`config.mk`:
```
export PLATFORM = sky130hd
export DESIGN_NAME = simple_cpu_mc_flat
export DESIGN_NICKNAME = d
export VERILOG_FILES = /design/src/rtl/simple_cpu_pkg.sv /design/src/rtl/simple_cpu_mc_if.sv /design/src/rtl/simple_cpu_mc_alu.sv /design/src/rtl/simple_cpu_mc.sv /design/src/flat_wrapper.sv
export SDC_FILE = /design/constraint.sdc
export NUM_CORES = 1
export LEC_CHECK = 0
export BUFFER_PORTS_ARGS = -buffer_cell sky130_fd_sc_hd__buf_4
export CAP_MARGIN = 15
export CORE_ASPECT_RATIO = 1.1
export CORE_MARGIN = 4
export CORE_UTILIZATION = 60
export CTS_CLUSTER_DIAMETER = 80
export DETAILED_ROUTE_END_ITERATION = 7
export GPL_TIMING_DRIVEN = 0
export PLACE_DENSITY = 0.77
export RECOVER_POWER = 100
export SYNTH_ARGS = -nofsm -noshare
export SYNTH_HDL_FRONTEND = slang
export SYNTH_SLANG_ARGS = --single-unit
```
`constraint.sdc`:
```
create_clock -name clk -period 6 [get_ports clk]
set_input_delay 0.9 -clock clk [delete_from_list [all_inputs] [get_ports clk]]
set_output_delay 0.9 -clock clk [all_outputs]
set_load 0.05 [all_outputs]
```
`src/rtl/simple_cpu_pkg.sv`:
```
// rtl/simple_cpu_pkg.sv - shared types and instruction field offsets for simple_cpu_mc
package simple_cpu_pkg;

    typedef enum logic [1:0] {
        OP_ADDI  = 2'b00,
        OP_ALU   = 2'b01,
        OP_LOAD  = 2'b10,
        OP_STORE = 2'b11
    } op_t;

    typedef enum logic [3:0] {
        FN_ADD = 4'd0,
        FN_SUB = 4'd1,
        FN_AND = 4'd2,
        FN_OR  = 4'd3,
        FN_XOR = 4'd4
    } funct_t;

    typedef enum logic [2:0] {
        IDLE,
        DECODE,
        EXEC,
        MEM,
        WB
    } state_t;

    localparam int FUNCT_LSB = 0;
    localparam int IMM_LSB   = 4;

    // Fields packed MSB first: op, X1, X2, X3, imm, funct
    function automatic int x3_lsb(input int reg_bits, input int data_width);
        return IMM_LSB + data_width + 0 * reg_bits;
    endfunction

    function automatic int x2_lsb(input int reg_bits, input int data_width);
        return x3_lsb(reg_bits, data_width) + reg_bits;
    endfunction

    function automatic int x1_lsb(input int reg_bits, input int data_width);
        return x2_lsb(reg_bits, data_width) + reg_bits;
    endfunction

    function automatic int op_lsb(input int reg_bits, input int data_width);
        return x1_lsb(reg_bits, data_width) + reg_bits;
    endfunction

    function automatic int instr_width(input int reg_bits, input int data_width);
        return op_lsb(reg_bits, data_width) + 2;
    endfunction

endpackage

```
`src/rtl/simple_cpu_mc_if.sv`:
```
// rtl/simple_cpu_mc_if.sv - instruction/retire/debug bus of simple_cpu_mc (flag outputs under CPU_FLAGS_EN)
interface simple_cpu_mc_if #(
    parameter int INSTR_WIDTH = 20,
    parameter int REG_BITS    = 2,
    parameter int DATA_WIDTH  = 8
);
    logic [INSTR_WIDTH-1:0] instr;
    logic                   instr_valid;
    logic                   instr_ready;
    logic                   retire_valid;
    logic                   retire_illegal;
    logic [REG_BITS-1:0]    dbg_sel;
    logic [DATA_WIDTH-1:0]  dbg_data;
`ifdef CPU_FLAGS_EN
    logic                   flag_z;
    logic                   flag_c;

    modport master (
        output instr, instr_valid, dbg_sel,
        input  instr_ready, retire_valid, retire_illegal, dbg_data, flag_z, flag_c
    );

    modport slave (
        input  instr, instr_valid, dbg_sel,
        output instr_ready, retire_valid, retire_illegal, dbg_data, flag_z, flag_c
    );
`else
    modport master (
        output instr, instr_valid, dbg_sel,
        input  instr_ready, retire_valid, retire_illegal, dbg_data
    );

    modport slave (
        input  instr, instr_valid, dbg_sel,
        output instr_ready, retire_valid, retire_illegal, dbg_data
    );
`endif
endinterface

```
`src/rtl/simple_cpu_mc_alu.sv`:
```
// rtl/simple_cpu_mc_alu.sv - combinational ALU (cpu_alu) returning result and carry/borrow
module cpu_alu
    import simple_cpu_pkg::*;
#(
    parameter int DATA_WIDTH = 8
) (
    input  logic [DATA_WIDTH-1:0] a,
    input  logic [DATA_WIDTH-1:0] b,
    input  funct_t                funct,
    output logic [DATA_WIDTH-1:0] result,
    output logic                  carry
);
    // The extra MSB holds carry-out on ADD and borrow on SUB
    logic [DATA_WIDTH:0] wide;

    always_comb begin
        wide = '0;
        case (funct)
            FN_ADD:  wide = {1'b0, a} + {1'b0, b};
            FN_SUB:  wide = {1'b0, a} - {1'b0, b};
            FN_AND:  wide = {1'b0, a & b};
            FN_OR:   wide = {1'b0, a | b};
            FN_XOR:  wide = {1'b0, a ^ b};
            default: wide = '0;
        endcase
        result = wide[DATA_WIDTH-1:0];
        carry  = wide[DATA_WIDTH];
    end
endmodule

```
`src/rtl/simple_cpu_mc.sv`:
```
// rtl/simple_cpu_mc.sv - multi-cycle CPU core with register file and data memory; flags under CPU_FLAGS_EN
module simple_cpu_mc
    import simple_cpu_pkg::*;
#(
    parameter int DATA_WIDTH  = 8,
    parameter int ADDR_BITS   = 5,
    parameter int REG_BITS    = 2,
    parameter int INSTR_WIDTH = 20
) (
    input  logic             clk,
    input  logic             rst,
    simple_cpu_mc_if.slave   bus
);
    localparam int NREG = 2 ** REG_BITS;
    localparam int NMEM = 2 ** ADDR_BITS;
    localparam int OP_L = op_lsb(REG_BITS, DATA_WIDTH);
    localparam int X1_L = x1_lsb(REG_BITS, DATA_WIDTH);
    localparam int X2_L = x2_lsb(REG_BITS, DATA_WIDTH);
    localparam int X3_L = x3_lsb(REG_BITS, DATA_WIDTH);

    if (INSTR_WIDTH != instr_width(REG_BITS, DATA_WIDTH)) begin : g_bad_width
        $error("simple_cpu_mc: INSTR_WIDTH must equal 2+3*REG_BITS+DATA_WIDTH+4");
    end

    state_t                 state_q, state_d;
    logic [INSTR_WIDTH-1:0] instr_q, instr_d;
    logic [DATA_WIDTH-1:0]  op_a_q, op_a_d;
    logic [DATA_WIDTH-1:0]  op_b_q, op_b_d;
    logic [DATA_WIDTH-1:0]  st_data_q, st_data_d;
    logic [DATA_WIDTH-1:0]  result_q, result_d;
    logic [DATA_WIDTH-1:0]  ld_data_q, ld_data_d;
    logic [ADDR_BITS-1:0]   addr_q, addr_d;
    logic                   carry_q, carry_d;
    logic                   illegal_q, illegal_d;
    logic [DATA_WIDTH-1:0]  regs_q [NREG];
    logic [DATA_WIDTH-1:0]  regs_d [NREG];
    logic [DATA_WIDTH-1:0]  mem_q  [NMEM];
    logic [DATA_WIDTH-1:0]  mem_d  [NMEM];
`ifdef CPU_FLAGS_EN
    logic                   flag_z_q, flag_z_d;
    logic                   flag_c_q, flag_c_d;
`endif

    op_t                    op;
    logic [REG_BITS-1:0]    x1, x2, x3;
    logic [DATA_WIDTH-1:0]  imm;
    logic [3:0]             funct_bits;
    funct_t                 alu_fn;
    logic [DATA_WIDTH-1:0]  alu_result;
    logic                   alu_carry;

    assign op         = op_t'(instr_q[OP_L +: 2]);
    assign x1         = instr_q[X1_L +: REG_BITS];
    assign x2         = instr_q[X2_L +: REG_BITS];
    assign x3         = instr_q[X3_L +: REG_BITS];
    assign imm        = instr_q[IMM_LSB +: DATA_WIDTH];
    assign funct_bits = instr_q[FUNCT_LSB +: 4];
    // ADDI, LOAD and STORE all reuse the ALU adder for X2+imm
    assign alu_fn     = (op == OP_ALU) ? funct_t'(funct_bits) : FN_ADD;

    cpu_alu #(.DATA_WIDTH(DATA_WIDTH)) u_alu (
        .a      (op_a_q),
        .b      (op_b_q),
        .funct  (alu_fn),
        .result (alu_result),
        .carry  (alu_carry)
    );

    always_comb begin
        state_d   = state_q;
        instr_d   = instr_q;
        op_a_d    = op_a_q;
        op_b_d    = op_b_q;
        st_data_d = st_data_q;
        result_d  = result_q;
        ld_data_d = ld_data_q;
        addr_d    = addr_q;
        carry_d   = carry_q;
        illegal_d = illegal_q;
        regs_d    = regs_q;
        mem_d     = mem_q;
`ifdef CPU_FLAGS_EN
        flag_z_d  = flag_z_q;
        flag_c_d  = flag_c_q;
`endif
        case (state_q)
            IDLE: begin
                if (bus.instr_valid) begin
                    instr_d = bus.instr;
                    state_d = DECODE;
                end
            end
            DECODE: begin
                op_a_d    = regs_q[x2];
                op_b_d    = (op == OP_ALU) ? regs_q[x3] : imm;
                st_data_d = regs_q[x1];
                illegal_d = (op == OP_ALU) && (funct_bits > 4'd4);
                state_d   = illegal_d ? WB : EXEC;
            end
            EXEC: begin
                result_d = alu_result;
                carry_d  = alu_carry;
                addr_d   = ADDR_BITS'(alu_result);
                state_d  = (op == OP_LOAD || op == OP_STORE) ? MEM : WB;
            end
            MEM: begin
                if (op == OP_STORE) begin
                    mem_d[addr_q] = st_data_q;
                end else begin
                    ld_data_d = mem_q[addr_q];
                end
                state_d = WB;
            end
            WB: begin
                if (!illegal_q && op != OP_STORE) begin
                    regs_d[x1] = (op == OP_LOAD) ? ld_data_q : result_q;
                end
`ifdef CPU_FLAGS_EN
                if (!illegal_q && (op == OP_ADDI || op == OP_ALU)) begin
                    flag_z_d = (result_q == '0);
                    flag_c_d = carry_q;
                end
`endif
                state_d = IDLE;
            end
            default: state_d = IDLE;
        endcase
    end

    always_ff @(posedge clk) begin
        if (!rst) begin
            state_q   <= IDLE;
            instr_q   <= '0;
            op_a_q    <= '0;
            op_b_q    <= '0;
            st_data_q <= '0;
            result_q  <= '0;
            ld_data_q <= '0;
            addr_q    <= '0;
            carry_q   <= 1'b0;
            illegal_q <= 1'b0;
            for (int i = 0; i < NREG; i++) regs_q[i] <= DATA_WIDTH'(i);
            for (int i = 0; i < NMEM; i++) mem_q[i] <= '0;
`ifdef CPU_FLAGS_EN
            flag_z_q  <= 1'b0;
            flag_c_q  <= 1'b0;
`endif
        end else begin
            state_q   <= state_d;
            instr_q   <= instr_d;
            op_a_q    <= op_a_d;
            op_b_q    <= op_b_d;
            st_data_q <= st_data_d;
            result_q  <= result_d;
            ld_data_q <= ld_data_d;
            addr_q    <= addr_d;
            carry_q   <= carry_d;
            illegal_q <= illegal_d;
            regs_q    <= regs_d;
            mem_q     <= mem_d;
`ifdef CPU_FLAGS_EN
            flag_z_q  <= flag_z_d;
            flag_c_q  <= flag_c_d;
`endif
        end
    end

    assign bus.instr_ready    = (state_q == IDLE);
    assign bus.retire_valid   = (state_q == WB);
    assign bus.retire_illegal = (state_q == WB) && illegal_q;
    assign bus.dbg_data       = regs_q[bus.dbg_sel];
`ifdef CPU_FLAGS_EN
    assign bus.flag_z         = flag_z_q;
    assign bus.flag_c         = flag_c_q;
`endif
endmodule
```
`src/flat_wrapper.sv`:
```
// flat-port wrapper written by rule: the top's interface ports become plain ports
module simple_cpu_mc_flat import simple_cpu_pkg::*;
#(
    parameter int DATA_WIDTH  = 8,
    parameter int ADDR_BITS   = 5,
    parameter int REG_BITS    = 2,
    parameter int INSTR_WIDTH = 20
)
  (clk, rst, bus_instr, bus_instr_valid, bus_dbg_sel, bus_instr_ready, bus_retire_valid, bus_retire_illegal, bus_dbg_data);
  simple_cpu_mc_if #(.INSTR_WIDTH(INSTR_WIDTH), .REG_BITS(REG_BITS), .DATA_WIDTH(DATA_WIDTH)) bus_i ();
  input  logic clk;
  input  logic rst;
  input wire logic [$bits(bus_i.instr)-1:0] bus_instr;
  input wire logic [$bits(bus_i.instr_valid)-1:0] bus_instr_valid;
  input wire logic [$bits(bus_i.dbg_sel)-1:0] bus_dbg_sel;
  output wire logic [$bits(bus_i.instr_ready)-1:0] bus_instr_ready;
  output wire logic [$bits(bus_i.retire_valid)-1:0] bus_retire_valid;
  output wire logic [$bits(bus_i.retire_illegal)-1:0] bus_retire_illegal;
  output wire logic [$bits(bus_i.dbg_data)-1:0] bus_dbg_data;
  assign bus_i.instr = bus_instr;
  assign bus_i.instr_valid = bus_instr_valid;
  assign bus_i.dbg_sel = bus_dbg_sel;
  assign bus_instr_ready = bus_i.instr_ready;
  assign bus_retire_valid = bus_i.retire_valid;
  assign bus_retire_illegal = bus_i.retire_illegal;
  assign bus_dbg_data = bus_i.dbg_data;
  simple_cpu_mc #(.DATA_WIDTH(DATA_WIDTH), .ADDR_BITS(ADDR_BITS), .REG_BITS(REG_BITS), .INSTR_WIDTH(INSTR_WIDTH)) u_core (.clk(clk), .rst(rst), .bus(bus_i));
endmodule
```
; ---- After elaboration in Yosys (flattened, before gate mapping)
; Cells that the tools add are included.
[totals]
mem_bits_rw = 0
memories = 0
word_cells = 119
input_bits = 25
out_inout_bits = 11
latch_bits = 0
rom_bits = 0
reg_bits = 357
[classes]
n_addsub = 2
muxes = 29
n_shift = 0
n_mul = 0
eq_ne = 13
reduce_logical = 13
n_bitwise = 9
n_div = 0
magnitude_cmp = 8
[op_table]
columns = operator, n
row1 = bitwise mux 256 bit, 1
row2 = 2-to-1 mux 8 bit, 14
row3 = binary-select mux 8 bit (select 2 bit), 4
row4 = binary-select mux 8 bit (select 5 bit), 1
row5 = demux 8 bit (select 5 bit), 1
row6 = case mux 8 bit (5 select lines), 1
row7 = bitwise mux 32 bit, 1
row8 = demux 8 bit (select 2 bit), 1
row9 = >= comparator 3 bit (second input constant), 4
row10 = NOT 2 -> 3 bit, 4
row11 = case mux 3 bit (4 select lines), 1
row12 = 2-to-1 mux 3 bit, 3
row13 = adder 8 bit, 1
row14 = AND 8 bit, 1
row15 = == test 4 x 2 -> 1 bit (second input constant), 2
row16 = OR 8 bit, 1
row17 = AND reduction 2 bit, 4
row18 = subtractor 8 bit, 1
row19 = XOR 8 bit, 1
row20 = == test 3 x 2 -> 1 bit (second input constant), 2
row21 = >= comparator 6 bit (second input constant), 1
row22 = < comparator 6 x 1 -> 1 bit (second input constant), 1
row23 = NOT 5 -> 6 bit, 1
row24 = logical AND 1 bit, 5
row25 = other kinds (15), 17

; ---- Logic depth before layout (Yosys ltp)
[logic_depth]
word_depth = 6
ltp_mapped = 11
ltp_nobuf = 11

; ---- By module
; A second synthesis with hierarchy kept.
[hier_totals]
hier_cells = 2037
hier_area_um2 = 18680.4
[modules_own_cells]
columns = mod, instances, area_each_um2, cells_per_inst, seq_area_each_um2
row1 = simple_cpu_mc, 1, 17665.7, 1907, 7046.8
row2 = cpu_alu, 1, 1014.7, 130, 0.0

; ---- Least setup slack after synthesis
; No wires, ideal clock.
[synth_path]
kind = reg-to-output
start = register u_core.state_q[1]
end = output bus_retire_illegal
t_arrival_ns = 2.285
path_slack_ns = 2.815
stages_incl_launch_ff = 4
n_path_buf = 1
cell_sequence = dfxtp_1 > buf_2 > nor3b_1 > and2_1
[synth_via]
elab_chain_cells = 2
[synth_rtl]
columns = item, line_no
row1 = "start, declared", simple_cpu_mc.sv:25  ; state_t state_q, state_d;
row2 = "start signal, assigned", simple_cpu_mc.sv:149  ; state_q <= state_d;
row3 = == test 3 bit, --
row4 = named net bus_retire_valid, flat_wrapper.sv:17  ; output wire logic [$bits(bus_i.retire_valid)-1:0] bus_retire_valid;
row5 = logical AND 1 bit, simple_cpu_mc.sv:170  ; assign bus.retire_illegal = (state_q == WB) && illegal_q;
row6 = "end, declared", flat_wrapper.sv:18  ; output wire logic [$bits(bus_i.retire_illegal)-1:0] bus_retire_illegal;
; The timed path passes the listed nets, and every way through them passes these cells.

; ---- Worst setup path after layout
[layout_path]
start = register u_core.addr_q[1]
end = register u_core.mem_q[100] (netlist bit)
[layout_via]
elab_chain_cells = 6
elab_cells_between_ends = 7
classes_between = order compare: 2 / mux: 3 / bitwise: 1 / reduce/logical: 1
[layout_rtl]
columns = item, line_no
row1 = "start, declared", simple_cpu_mc.sv:32  ; logic [ADDR_BITS-1:0] addr_q, addr_d;
row2 = "start signal, assigned", simple_cpu_mc.sv:156  ; addr_q <= addr_d;
row3 = NOT 5 -> 6 bit (not written as such) (*), simple_cpu_mc.sv:108  ; mem_d[addr_q] = st_data_q;
row4 = >= comparator 6 bit (not written as such) or < comparator 6 x 1 -> 1 bit (tied branches), simple_cpu_mc.sv:108
row5 = logical AND 1 bit (not written as such), simple_cpu_mc.sv:108
row6 = 2-to-1 mux 8 bit (not written as such), simple_cpu_mc.sv:108
row7 = demux 8 bit (select 5 bit) (*), simple_cpu_mc.sv:108
row8 = bitwise mux 256 bit (*), simple_cpu_mc.sv:108
row9 = "end signal, assigned", simple_cpu_mc.sv:160  ; mem_q <= mem_d;
row10 = "end, declared", simple_cpu_mc.sv:37  ; logic [DATA_WIDTH-1:0] mem_q [NMEM];
; Every way passes the cells marked *; elsewhere a longest branch is shown, timed or not.
; A chain may end at the register's enable or synchronous reset.

==> reports/qor.yml <==
cts_root_buffer: "clkbuf_16"
cts_inserted_buffers: 37
diodes: 0
synth_top_area_share: 0.426
clockBufferDepth: 3
port_buffers: 33
ys_seq_area_frac: 0.426
die_area_um2: 30300
drc_errors: 0
synth_area_um2: 16500
cp-start-kind: "flop"
min_period_ns: 4.08
path_class: "reg -> reg"
ctsResizeCount: 0
cp.required_ns: 6.40
p_comb_frac: 0.076
yosysWarnings: 0
synth_top_family_by_area: "multiplexers"
synth_cell_type_count: 58
die_h_um: 182
grt_max_degree: 15
synth-compound-area-share: 0.117
drtIter0Drc: 1863
worstSetupEndpointType: "flop"
max-slew-margin-rel: -0.551
post-cts-setup-buffers: 0
rows: 63
areaGrowthSynthToFinish_pct: 10.3
finalClockSkew_ns: 0.0199
muxShareOfSynthArea: 0.209
rsz0062_at_grt: "false"
maxCapViolations: 8
netlist_instances: 1786
hold_class: "reg -> reg"
grt_overflow: 0
fill_cells: 2189
grt_pass1_wl_um: 82400
status: "finished with violations"
min_period_over_period: 0.681
syn_avg_cell_area_um2: 9.26
clock.fmax_ghz: 0.245
grt.total_usage: 0.348
synth_edf_count: 0
pin_count: 36
via_per_inst: 6.59
pwr-share-clk: 0.454
fin_nets: 1908
p_sw_frac: 0.247
gp_congestion: 1.02
worstPathArrival_ns: 4.48
hold_buffers: 0
synth_xor_xnor_area_share: 0.00688
leakagePower_nw: 6.10
drtAntennaViolNets: 0
cts_tree: "done"
powerDensity_nw_per_um2: 278
synth-main-ff-cell: "dfxtp_1"
totalPowerFinal_mw: 5.07
clkTransAtPathRegs_ns: 0.06
finalSetupViolCount: 0
ir_drop_mv: 0.218
routed_wl_um: 54300
switching_power_mw: 1.25
setup_tns_ns: 0
htreeDepth: 2
yosys.area_share.simple: 0.176
synth-async-reset-ratio: 0
place_hpwl_um: 37800
die_w_um: 166
final_hold_viol_count: 0
synth_fa_ha_area_frac: 0.0194
coreArea_um2: 27000
initial_utilization: 0.612
final_cell_mix: "dfxtp_1, nand2_1, a21oi_1"
grt_pass1_vias: 14200
yosysTopAreaCell: "dfxtp_1"
vias: 14800
drv_slew: 72
synth.area.top_cells: "dfxtp_1, mux4_2, mux2i_1"
power_frac_seq: 0.470
violations: "max-capacitance violations, max-slew violations"
p_int_mw: 3.82
drtPass1Iterations: 6
syn_nets: 1836
drive_gt1_frac: 0.100
antenna_found_initial: 0
cts_sinks: 352
clock_latency_ns: 0.54
wl_per_cell_um: 24.2
layout_commonest_cell: "dfxtp_1"
synth_seq_cells: 352
cp_max_fo: 10
max_slew.worst_pin.slew_ns: 2.31
[final cells by class]
class / instances / area (µm²) / share of cell area
repair buffers: 33 / 206 / 0.0113
well taps: 357 / 447 / 0.0245
clock buffers: 58 / 1110 / 0.0611
multi-input cells: 1247 / 8610 / 0.472
flip-flops and latches: 352 / 7050 / 0.386
clock inverters: 7 / 93.8 / 0.00514
inverters: 25 / 93.8 / 0.00514
plain buffers: 162 / 637 / 0.0349
[layer usage]
| metal | vias to the layer above | global-route usage | part of all wire |
|---|---|---|---|
| li1 | 6505 | - | - |
| met1 | 7074 | 0.438 | 0.37 |
| met2 | 930 | 0.552 | 0.45 |
| met3 | 255 | 0.0724 | 0.11 |
| met4 | 0 | 0.216 | 0.076 |
| met5 | - | 0 | 0 |
[final timing paths]
kind                                         from                 to  slack, ns  depth (start not counted)
worst min-delay path            u_core.mem_q[141]  u_core.mem_q[141]       0.45                          2
worst max register to register   u_core.addr_q[1]  u_core.mem_q[100]       1.92                          6
worst min register to register  u_core.mem_q[141]  u_core.mem_q[141]       0.45                          2
worst max-delay path             u_core.addr_q[1]  u_core.mem_q[100]       1.92                          6
[critical path, stage by stage (launching register included)]
cell and delay (ns):
dfxtp_1 0.41, clkbuf_1 0.62, clkbuf_1 0.69, nand2_1 0.40, nor3_1 1.45, mux2i_1 0.31
nor2_1 0.05
[kinds of logic (layout without fill, tap and decap cells)]
group,count (synthesis),in the layout
xor+xnor,13,13
buf+inv,187,285
mux,236,236
simple gates,644,644
flops,352,352
compound gates,329,329
fa+ha+maj,25,25
[stage by stage]
step	utilization	hold slack [ns]	setup WS, ns	cells	instance area [µm²]
final	0.675	0.450	1.92	2241	18200
after global routing	0.675	0.472	1.92	2241	18200
after CTS	0.682	0.451	2.62	2241	18400
after detailed placement	0.638	0.443	2.63	2176	17200
after global placement	0.638	0.438	2.66	2176	17200
after floorplan	-	0.433	2.82	1786	16500
[state kept, by name, summed over array words and instances, names as in the netlist, 3 cells and up]
| register | cells |
|---|---|
| u_core.result_q | 4 |
| u_core.st_data_q | 8 |
| u_core.mem_q | 256 |
| u_core.op_b_q | 8 |
| u_core.state_q | 3 |
| u_core.regs_q | 32 |
| u_core.addr_q | 4 |
| u_core.op_a_q | 8 |
| u_core.ld_data_q | 8 |
| u_core.instr_q | 20 |
[synthesized netlist by cell type (2+ instances only)]
library cell	number
nor2_2	3
buf_2	26
a22o_1	3
nand2_1	268
o211ai_1	2
a31oi_1	13
or3b_2	3
nor3_4	6
inv_1	22
mux2i_1	147
nor2_1	173
nand3_1	155
xnor2_1	11
a311o_1	5
a21oi_1	205
xor2_1	2
ha_1	24
mux4_2	88
o21a_1	3
buf_1	17
a211o_1	2
inv_2	2
nor4_4	2
a221oi_1	6
nor3_2	2
a211oi_1	37
dfxtp_1	352
nor3b_1	3
a41oi_1	5
and3_1	3
nor4b_4	2
nor3b_2	2
clkbuf_1	114
o221a_2	2
and2_1	2
o21ai_0	21
nor3_1	4
a22oi_1	13
nor2b_1	3
o22a_1	3
or3_1	4
nand2b_1	5
buf_4	4
a21o_1	3
[power by group through the flow]
stage	sequential, mW	clock, mW	combinational [mW]
finish	2.38	2.30	0.386
global route	2.38	2.39	0.413
CTS	2.38	2.29	0.384
detailed placement	2.43	0	0.381
global placement	2.43	0	0.377
floorplan	2.42	0	0.267
No activity file was read; power rests on OpenSTA's default activity.
